File: config.mk
export PLATFORM = sky130hd
export DESIGN_NAME = matrix_multiply_ctrl
export DESIGN_NICKNAME = d
export VERILOG_FILES = /design/src/rtl/matrix_multiply_ctrl.sv
export SDC_FILE = /design/constraint.sdc
export NUM_CORES = 1
export LEC_CHECK = 0
export ABC_CLOCK_PERIOD_IN_PS = 6700
export BUFFER_PORTS_ARGS = -buffer_cell sky130_fd_sc_hd__clkbuf_2
export CORE_AREA = 2 2 208 210
export CTS_BUF_LIST = sky130_fd_sc_hd__clkbuf_4 sky130_fd_sc_hd__clkbuf_8
export CTS_CLUSTER_DIAMETER = 30
export DETAILED_ROUTE_END_ITERATION = 7
export DIE_AREA = 0 0 210 212
export SLEW_MARGIN = 20
export SYNTH_ARGS = -nofsm -noshare
export SYNTH_HDL_FRONTEND = slang
export SYNTH_SLANG_ARGS = --single-unit
File: constraint.sdc
create_clock -name clk -period 6.7 [get_ports clk]
set_clock_uncertainty 0.2 [all_clocks]
set_input_delay 0.335 -clock clk [delete_from_list [all_inputs] [get_ports clk]]
set_output_delay 0.335 -clock clk [all_outputs]
set_load 0.1 [all_outputs]
File: src/rtl/matrix_multiply_ctrl.sv
`default_nettype none
// ============================================================================
//  Module      : matrix_multiply_ctrl
//  Description : Sequencer for the matrix-multiply datapath. On start it walks
//                every (i,j) element of Z = X * Y. For each element it issues
//                the X/Y RAM read addresses and multiply-accumulates the words
//                that come back. It then writes the sum to the Z RAM.
//  Ports       : clk          - clock, all state on the rising edge
//                rst_n        - asynchronous active-low reset
//                start_i      - request a full multiply (sampled in IDLE only)
//                busy_o       - high from the cycle after start through DONE
//                done_o       - one-cycle pulse in the DONE state
//                x_addr_o     - X RAM read address, i*N + k
//                y_addr_o     - Y RAM read address, k*Y_COLS + j
//                x_rd_data_i  - X RAM read data, one cycle after x_addr_o
//                y_rd_data_i  - Y RAM read data, one cycle after y_addr_o
//                z_addr_o     - Z RAM write address, i*Y_COLS + j
//                z_wen_o      - Z RAM write enable, one cycle per element
//                z_data_o     - Z RAM write data (accumulated sum)
//  Revision    : 1.0 - initial release
// ============================================================================
module matrix_multiply_ctrl #(
    parameter int ADDR_WIDTH    = 4,
    parameter int DATA_WIDTH    = 32,
    parameter int X_ROWS        = 2,
    parameter int Y_COLS        = 2,
    parameter int X_COLS_Y_ROWS = 2
) (
    input  logic                  clk,
    input  logic                  rst_n,
    input  logic                  start_i,
    output logic                  busy_o,
    output logic                  done_o,
    output logic [ADDR_WIDTH-1:0] x_addr_o,
    output logic [ADDR_WIDTH-1:0] y_addr_o,
    input  logic [DATA_WIDTH-1:0] x_rd_data_i,
    input  logic [DATA_WIDTH-1:0] y_rd_data_i,
    output logic [ADDR_WIDTH-1:0] z_addr_o,
    output logic                  z_wen_o,
    output logic [DATA_WIDTH-1:0] z_data_o
);

    // Counter widths; a dimension of 1 still gets a 1-bit counter.
    localparam int I_W = (X_ROWS > 1)        ? $clog2(X_ROWS)        : 1;
    localparam int J_W = (Y_COLS > 1)        ? $clog2(Y_COLS)        : 1;
    localparam int K_W = (X_COLS_Y_ROWS > 1) ? $clog2(X_COLS_Y_ROWS) : 1;

    localparam logic [I_W-1:0]        C_I_LAST = I_W'(X_ROWS - 1);
    localparam logic [J_W-1:0]        C_J_LAST = J_W'(Y_COLS - 1);
    localparam logic [K_W-1:0]        C_K_LAST = K_W'(X_COLS_Y_ROWS - 1);
    localparam logic [ADDR_WIDTH-1:0] C_N_A    = ADDR_WIDTH'(X_COLS_Y_ROWS);
    localparam logic [ADDR_WIDTH-1:0] C_YC_A   = ADDR_WIDTH'(Y_COLS);

    typedef enum logic [2:0] {
        S_IDLE  = 3'd0,
        S_FETCH = 3'd1,
        S_ACC   = 3'd2,
        S_WRITE = 3'd3,
        S_DONE  = 3'd4
    } state_t;

    state_t                  state_q,    state_d;
    logic [I_W-1:0]          i_q,        i_d;
    logic [J_W-1:0]          j_q,        j_d;
    logic [K_W-1:0]          k_q,        k_d;
    logic [DATA_WIDTH-1:0]   acc_q,      acc_d;
    logic                    rd_valid_q, rd_valid_d;
    logic [ADDR_WIDTH-1:0]   x_addr_q,   x_addr_d;
    logic [ADDR_WIDTH-1:0]   y_addr_q,   y_addr_d;

    logic [ADDR_WIDTH-1:0]   w_x_addr;
    logic [ADDR_WIDTH-1:0]   w_y_addr;
    logic [ADDR_WIDTH-1:0]   w_z_addr;
    logic [DATA_WIDTH-1:0]   w_prod;

    assign w_x_addr = ADDR_WIDTH'(i_q) * C_N_A  + ADDR_WIDTH'(k_q);
    assign w_y_addr = ADDR_WIDTH'(k_q) * C_YC_A + ADDR_WIDTH'(j_q);
    assign w_z_addr = ADDR_WIDTH'(i_q) * C_YC_A + ADDR_WIDTH'(j_q);

    // Low DATA_WIDTH bits of the product are identical for signed and
    // unsigned operands, so a plain multiply gives two's-complement wrap.
    assign w_prod = x_rd_data_i * y_rd_data_i;

    always_ff @(posedge clk or negedge rst_n) begin
        if (!rst_n) begin
            state_q    <= S_IDLE;
            i_q        <= '0;
            j_q        <= '0;
            k_q        <= '0;
            acc_q      <= '0;
            rd_valid_q <= 1'b0;
            x_addr_q   <= '0;
            y_addr_q   <= '0;
        end else begin
            state_q    <= state_d;
            i_q        <= i_d;
            j_q        <= j_d;
            k_q        <= k_d;
            acc_q      <= acc_d;
            rd_valid_q <= rd_valid_d;
            x_addr_q   <= x_addr_d;
            y_addr_q   <= y_addr_d;
        end
    end

    always_comb begin
        state_d    = state_q;
        i_d        = i_q;
        j_d        = j_q;
        k_d        = k_q;
        acc_d      = acc_q;
        x_addr_d   = x_addr_q;
        y_addr_d   = y_addr_q;
        // Sync RAM: data for a FETCH-cycle address returns one cycle later.
        rd_valid_d = (state_q == S_FETCH);

        if (rd_valid_q) begin
            acc_d = acc_q + w_prod;
        end

        case (state_q)
            S_IDLE: begin
                if (start_i) begin
                    state_d = S_FETCH;
                    i_d     = '0;
                    j_d     = '0;
                    k_d     = '0;
                    acc_d   = '0;
                end
            end
            S_FETCH: begin
                x_addr_d = w_x_addr;
                y_addr_d = w_y_addr;
                if (k_q == C_K_LAST) begin
                    state_d = S_ACC;
                end else begin
                    k_d = k_q + K_W'(1);
                end
            end
            S_ACC: begin
                // Last product lands in acc on this edge.
                state_d = S_WRITE;
            end
            S_WRITE: begin
                acc_d = '0;
                k_d   = '0;
                if (j_q == C_J_LAST) begin
                    j_d = '0;
                    if (i_q == C_I_LAST) begin
                        i_d     = '0;
                        state_d = S_DONE;
                    end else begin
                        i_d     = i_q + I_W'(1);
                        state_d = S_FETCH;
                    end
                end else begin
                    j_d     = j_q + J_W'(1);
                    state_d = S_FETCH;
                end
            end
            S_DONE: begin
                state_d = S_IDLE;
            end
            default: begin
                state_d = S_IDLE;
            end
        endcase
    end

    assign busy_o   = (state_q != S_IDLE);
    assign done_o   = (state_q == S_DONE);
    assign z_wen_o  = (state_q == S_WRITE);
    assign z_addr_o = (state_q == S_WRITE) ? w_z_addr : '0;
    assign z_data_o = (state_q == S_WRITE) ? acc_q    : '0;

    // Addresses are live during FETCH and hold their last value elsewhere.
    assign x_addr_o = (state_q == S_FETCH) ? w_x_addr : x_addr_q;
    assign y_addr_o = (state_q == S_FETCH) ? w_y_addr : y_addr_q;

endmodule
`default_nettype wire

* Word level (Yosys, flattened, before mapping)
Cells that the tools add are included.
** Storage, ports and cells
- Flip-flop bits (word level) :: 47
- Input port bits :: 67
- Word-level logic and storage cells :: 51
** Cells by class
- Add/subtract/negate cells :: 7
- Multipliers :: 1
- Equality and inequality tests :: 7
- Mux-type cells :: 20
- Reductions and logical operators :: 8
** Operators by type and width (number)
- 32-bit 2-to-1 mux :: 3
- 32-bit one-hot mux with 2 select lines :: 1
- 32-bit adder :: 1
- 32-bit by 32-bit multiplier with 32-bit output :: 1
- 3-bit 2-to-1 mux :: 5
- 3-bit one-hot mux with 4 select lines :: 1
- 2-bit by 1-bit adder with 3-bit output :: 3
- 4-bit 2-to-1 mux :: 2
- 3-bit by 2-bit equality test with 1-bit output (second input constant) :: 2
- 2-bit AND reduction :: 3
- 3-bit nonzero test :: 2
- 1-bit 2-to-1 mux :: 5
- 2-bit != test (second input constant) :: 2
- 1-bit one-hot mux with 2 select lines :: 2
- 1-bit adder (second input constant) :: 3
- 3-bit by 1-bit equality test with 1-bit output (second input constant) :: 1
- 3-bit equality test (second input constant) :: 1
- 3-bit logical NOT :: 1
- 1-bit one-hot mux with 3 select lines :: 1
- 3-bit AND reduction :: 1
- 2-bit by 1-bit != test with 1-bit output (second input constant) :: 1
- 2-bit nonzero test :: 1

* Logic depth before layout (Yosys ltp)
- Word-level depth :: 5
- Mapped depth :: 29
- Gate-level depth less buffers :: 27

* Worst setup path after synthesis
No wires, ideal clock.
- Path kind :: input -> register
- Start :: input port y_rd_data_i[3]
- End :: register acc_q[30]
- Arrival :: 6.770 ns
- Data required time :: 6.373 ns
- Path slack :: -0.396 ns
- Cell stages on the path :: 27
- Cell sequence :: clkbuf_1 > clkbuf_1 > and2_1 > fa_1 > inv_1 > fa_1 > inv_1 > fa_1 > inv_1 > fa_1 > inv_1 > fa_1 > fa_1 > fa_1 > inv_1 > fa_1 > inv_1 > ha_1 > a21o_1 > a21o_1 > a21oi_1 > o21ai_0 > nor2b_1 > a211o_1 > o41ai_1 > xor2_1 > o21ai_1
** Between the ends
- Word-level cells in the longest chain between the ends :: 5
** RTL lines
- start: declaration :: RTL line 37 : input logic [DATA_WIDTH-1:0] y_rd_data_i,
- 32-bit by 32-bit multiplier with 32-bit output (*) :: RTL line 82 : assign w_prod = x_rd_data_i * y_rd_data_i;
- 32-bit adder (*) :: RTL line 118 : acc_d = acc_q + w_prod;
- 32-bit 2-to-1 mux (*) :: RTL line 117 : if (rd_valid_q) begin
- 32-bit 2-to-1 mux :: RTL line 123 : if (start_i) begin
- 32-bit one-hot mux with 2 select lines (*) :: RTL line 121 : case (state_q)
- net acc_d[30] :: RTL line 66 : logic [DATA_WIDTH-1:0] acc_q, acc_d;
- end signal: assignment :: RTL line 90 : acc_q <= '0;
- end signal: assignment :: RTL line 99 : acc_q <= acc_d;
- end: declaration :: RTL line 66
The timed path passes the listed nets; every way through them passes the cells marked *.
A chain may end at the register's enable or synchronous reset.

* Worst setup path after layout
- Start :: input port x_rd_data_i[17]
- End :: register acc_q[30]
** Between the ends
- Word-level cells in the longest chain between the ends :: 5
** RTL lines
- start: declaration :: RTL line 36 : input logic [DATA_WIDTH-1:0] x_rd_data_i,
- 32-bit by 32-bit multiplier with 32-bit output (*) :: RTL line 82
- 32-bit adder (*) :: RTL line 118
- 32-bit 2-to-1 mux (*) :: RTL line 117
- 32-bit 2-to-1 mux :: RTL line 123
- 32-bit one-hot mux with 2 select lines (*) :: RTL line 121
- net acc_d[30] :: RTL line 66
Marked as above.

==> run_results.csv <==
group,metric,value,unit
synth,synth_top_area_cell,"fa_1",
route,drtPass1Iterations,5,
timing,post-route-period-util,1.02,
layout,drive_gt1_frac,0.180,
timing,hold_viol_final,0,
synth,synth_fa_ha_area_frac,0.549,
global_route,globalRouteOverflowTotal,0,
route,wirelength,50.9,mm
synth,synth_area_leaders,"fa_1, and2_1, inv_1",
synth,ys_seq_area_frac,0.0625,
synth,synth_top_family_by_area,"adder cells",
placement,io_buffers,111,
timing,fin_ws,-0.104,ns
route,wl_per_cell,17.8,um
floorplan,core,0.0425,mm2
floorplan,die_w,210,um
timing,holdWs,0.140,ns
setup_path,cp-start-kind,"input port",
synth,synth-compound-area-share,0.0333,
synth,synth_seq_cells,47,
synth,synth.mux.area_fraction,0.0114,
route,ant_nets,0,
floorplan,io_pins,114,
synth,synth_warnings,0,
setup_path,cp.required,6.71,ns
cts,cts_buffers,5,
outcome,violations,"setup timing",
run,max_cap_violations,0,
setup_path,arrival,6.82,ns
layout,syn2layout_area_growth,17.0,%
global_route,track_usage,0.243,
cts,clk_pin_slew_worst_paths,0.11,ns
global_route,first_global_vias,15400,
floorplan,start_util,0.442,
layout,nets,2941,
global_route,antenna_found_initial,0,
synth,yosysTopAreaCellShare,0.466,
route,drc,0,
floorplan,rows,76,
floorplan,dieArea,0.0445,mm2
timing,clock.fmax,0.147,GHz
setup_path,path_common_cell,"fa_1",
cts,numClockSinks,47,
timing,worst_pin_slew,0.646,ns
cts,clock-root-buffer,"clkbuf_8",
placement,gp_congestion,0.910,
setup_path,endpoint_kind,"flop",
synth,synth_cell_type_count,45,
cts,cts_buffer_depth,2,
setup_path,crit_slowest_cell,"fa_1",
cts,insertion_delay,0.33,ns
timing,drv_slew,0,
synth,synthXorXnorAreaFrac,0.0391,
route,vias,14000,
route,via_per_inst,4.90,
hold_path,hold_path.class,"in -> reg",
timing,rsz0062_at_grt,"yes",
route,detailedRoute.firstIterationViolations,675,
placement,place_hpwl,45.0,mm
setup_path,cp_slowest_stage_delay,0.55,ns
outcome,outcome,"complete, but fails checks",
global_route,grt_pass1_wl,83.9,mm
timing,min_period,6.80,ns
setup_path,critPathKind,"in -> reg",
synth,avgSynthCellArea,9.07,um2
cts,htree_levels,2,
synth,synthSimpleGateAreaFrac,0.186,
floorplan,dieHeight,212,um
cts,cts_tree,"yes",
synth,synth_area,0.0188,mm2
timing,relSlewSlack,0.569,
global_route,grt_max_degree,48,
setup_path,critPathMaxFanout,7,
synth,synthCells,2073,
timing,setup_viol,3,
==> sequential cells by signal, summed over array words and instances, names as in the netlist <==
register,cells
acc_q,32
i_q,1
j_q,1
k_q,1
rd_valid_q,1
state_q,3
x_addr_q,4
y_addr_q,4
==> synthesized netlist by cell type, drive strengths merged <==
| master | n |
|---|---|
| o31a | 1 |
| or4 | 1 |
| nand3 | 8 |
| nor3 | 3 |
| ha | 124 |
| nand4 | 2 |
| inv | 492 |
| and3 | 4 |
| nand3b | 3 |
| a21oi | 24 |
| a211o | 4 |
| nand2b | 11 |
| fa | 438 |
| xnor2 | 66 |
| a31oi | 4 |
| a311oi | 1 |
| nand2 | 228 |
| nor2b | 8 |
| nor3b | 1 |
| o211ai | 1 |
| conb | 1 |
| and2 | 354 |
| xor2 | 18 |
| o22ai | 6 |
| a211oi | 9 |
| o221ai | 2 |
| nor2 | 45 |
| o21bai | 1 |
| o21a | 6 |
| clkbuf | 97 |
| o21ai | 19 |
| a21o | 11 |
| mux2i | 17 |
| buf | 5 |
| o41ai | 1 |
| a31o | 2 |
| mux2 | 4 |
| dfrtp | 47 |
| a21boi | 2 |
| o22a | 2 |
==> layer usage <==
layer | track usage | vias to the layer above | part of all wire
met1 | 0.359 | 7185 | 0.46
met2 | 0.391 | 366 | 0.47
li1 | - | 6428 | -
met4 | 0.0404 | 0 | 0.013
met5 | 0 | - | 0
met3 | 0.0323 | 39 | 0.057
==> cell families after synthesis <==
logic type      after synthesis
compound gates               96
flops                        47
xor+xnor                     84
mux                          21
fa+ha+maj                   562
other cells                   1
buf+inv                     594
simple gates                668
==> worst max-delay path, delay by kind of cell <==
kind                     cells  cell delay [ns]
XOR/XNOR                     1             0.21
AND/OR/NAND/NOR              4             0.67
AO/OA/AOI/OAI                4             0.70
adder cells (fa/ha/maj)      9             4.19
buffers and inverters        7             0.70
==> stage by stage <==
stage,cells,setup slack (ns),cell area [um2],utilization,TNS [ns]
detailed placement,2838,-0.488,21500,0.506,-4.06
floorplan,2074,-0.0982,19000,-,-0.0982
global placement,2838,-0.439,21500,0.506,-3.49
finish,2862,-0.104,22000,0.518,-0.134
global route,2859,-0.342,22000,0.518,-1.27
CTS,2850,-0.0165,21700,0.511,-0.0165
==> worst paths after layout <==
path                       cells after the start  slack, ns       startpoint          end
max                                           25      -0.10  x_rd_data_i[17]    acc_q[30]
min                                            3       0.14          start_i   state_q[0]
max reg2reg                                   24      -0.10        acc_q[23]    acc_q[30]
min reg2reg                                    1       0.31      x_addr_q[1]  x_addr_q[1]
max in group asynchronous                      3       5.38            rst_n     acc_q[9]
min in group asynchronous                      3       0.46            rst_n          j_q
==> cells in the final DEF, fill, tap and decap left out, types with 17 or more instances in the layout <==
cell,synthesis,routed
and2_1,354,347
inv_1,492,479
nand2_1,228,228
xnor2_1,66,65
dfrtp_1,47,44
fa_1,438,428
mux2i_1,17,17
nor2_1,45,43
ha_1,124,113
buf_4,2,198
xor2_1,18,18
clkbuf_2,0,93
==> repair_timing <==
action,4_1_cts,5_1_grt
setup endpoints to repair,8,14
buffers inserted,3,7
endpoints found under the hold margin,47,0
pin swaps,20,43
gates resized for setup,27,66
hold buffers,1,0
gates cloned,0,2
==> layout make-up <==
| cell class | instances | area (um2) |
|---|---|---|
| clock inverter | 3 | 47.5 |
| antenna | 3 | 7.51 |
| inverter | 492 | 1850 |
| sequential | 47 | 1180 |
| clock buffer | 5 | 68.8 |
| tap | 546 | 683 |
| multi-input combinational | 1433 | 15700 |
| fill | 3890 | 20500 |
| timing repair buffer | 333 | 2500 |
Power is left out: the tool's default activity adds up to more than one toggle a clock period on the data nets, which glitch-free logic cannot reach.
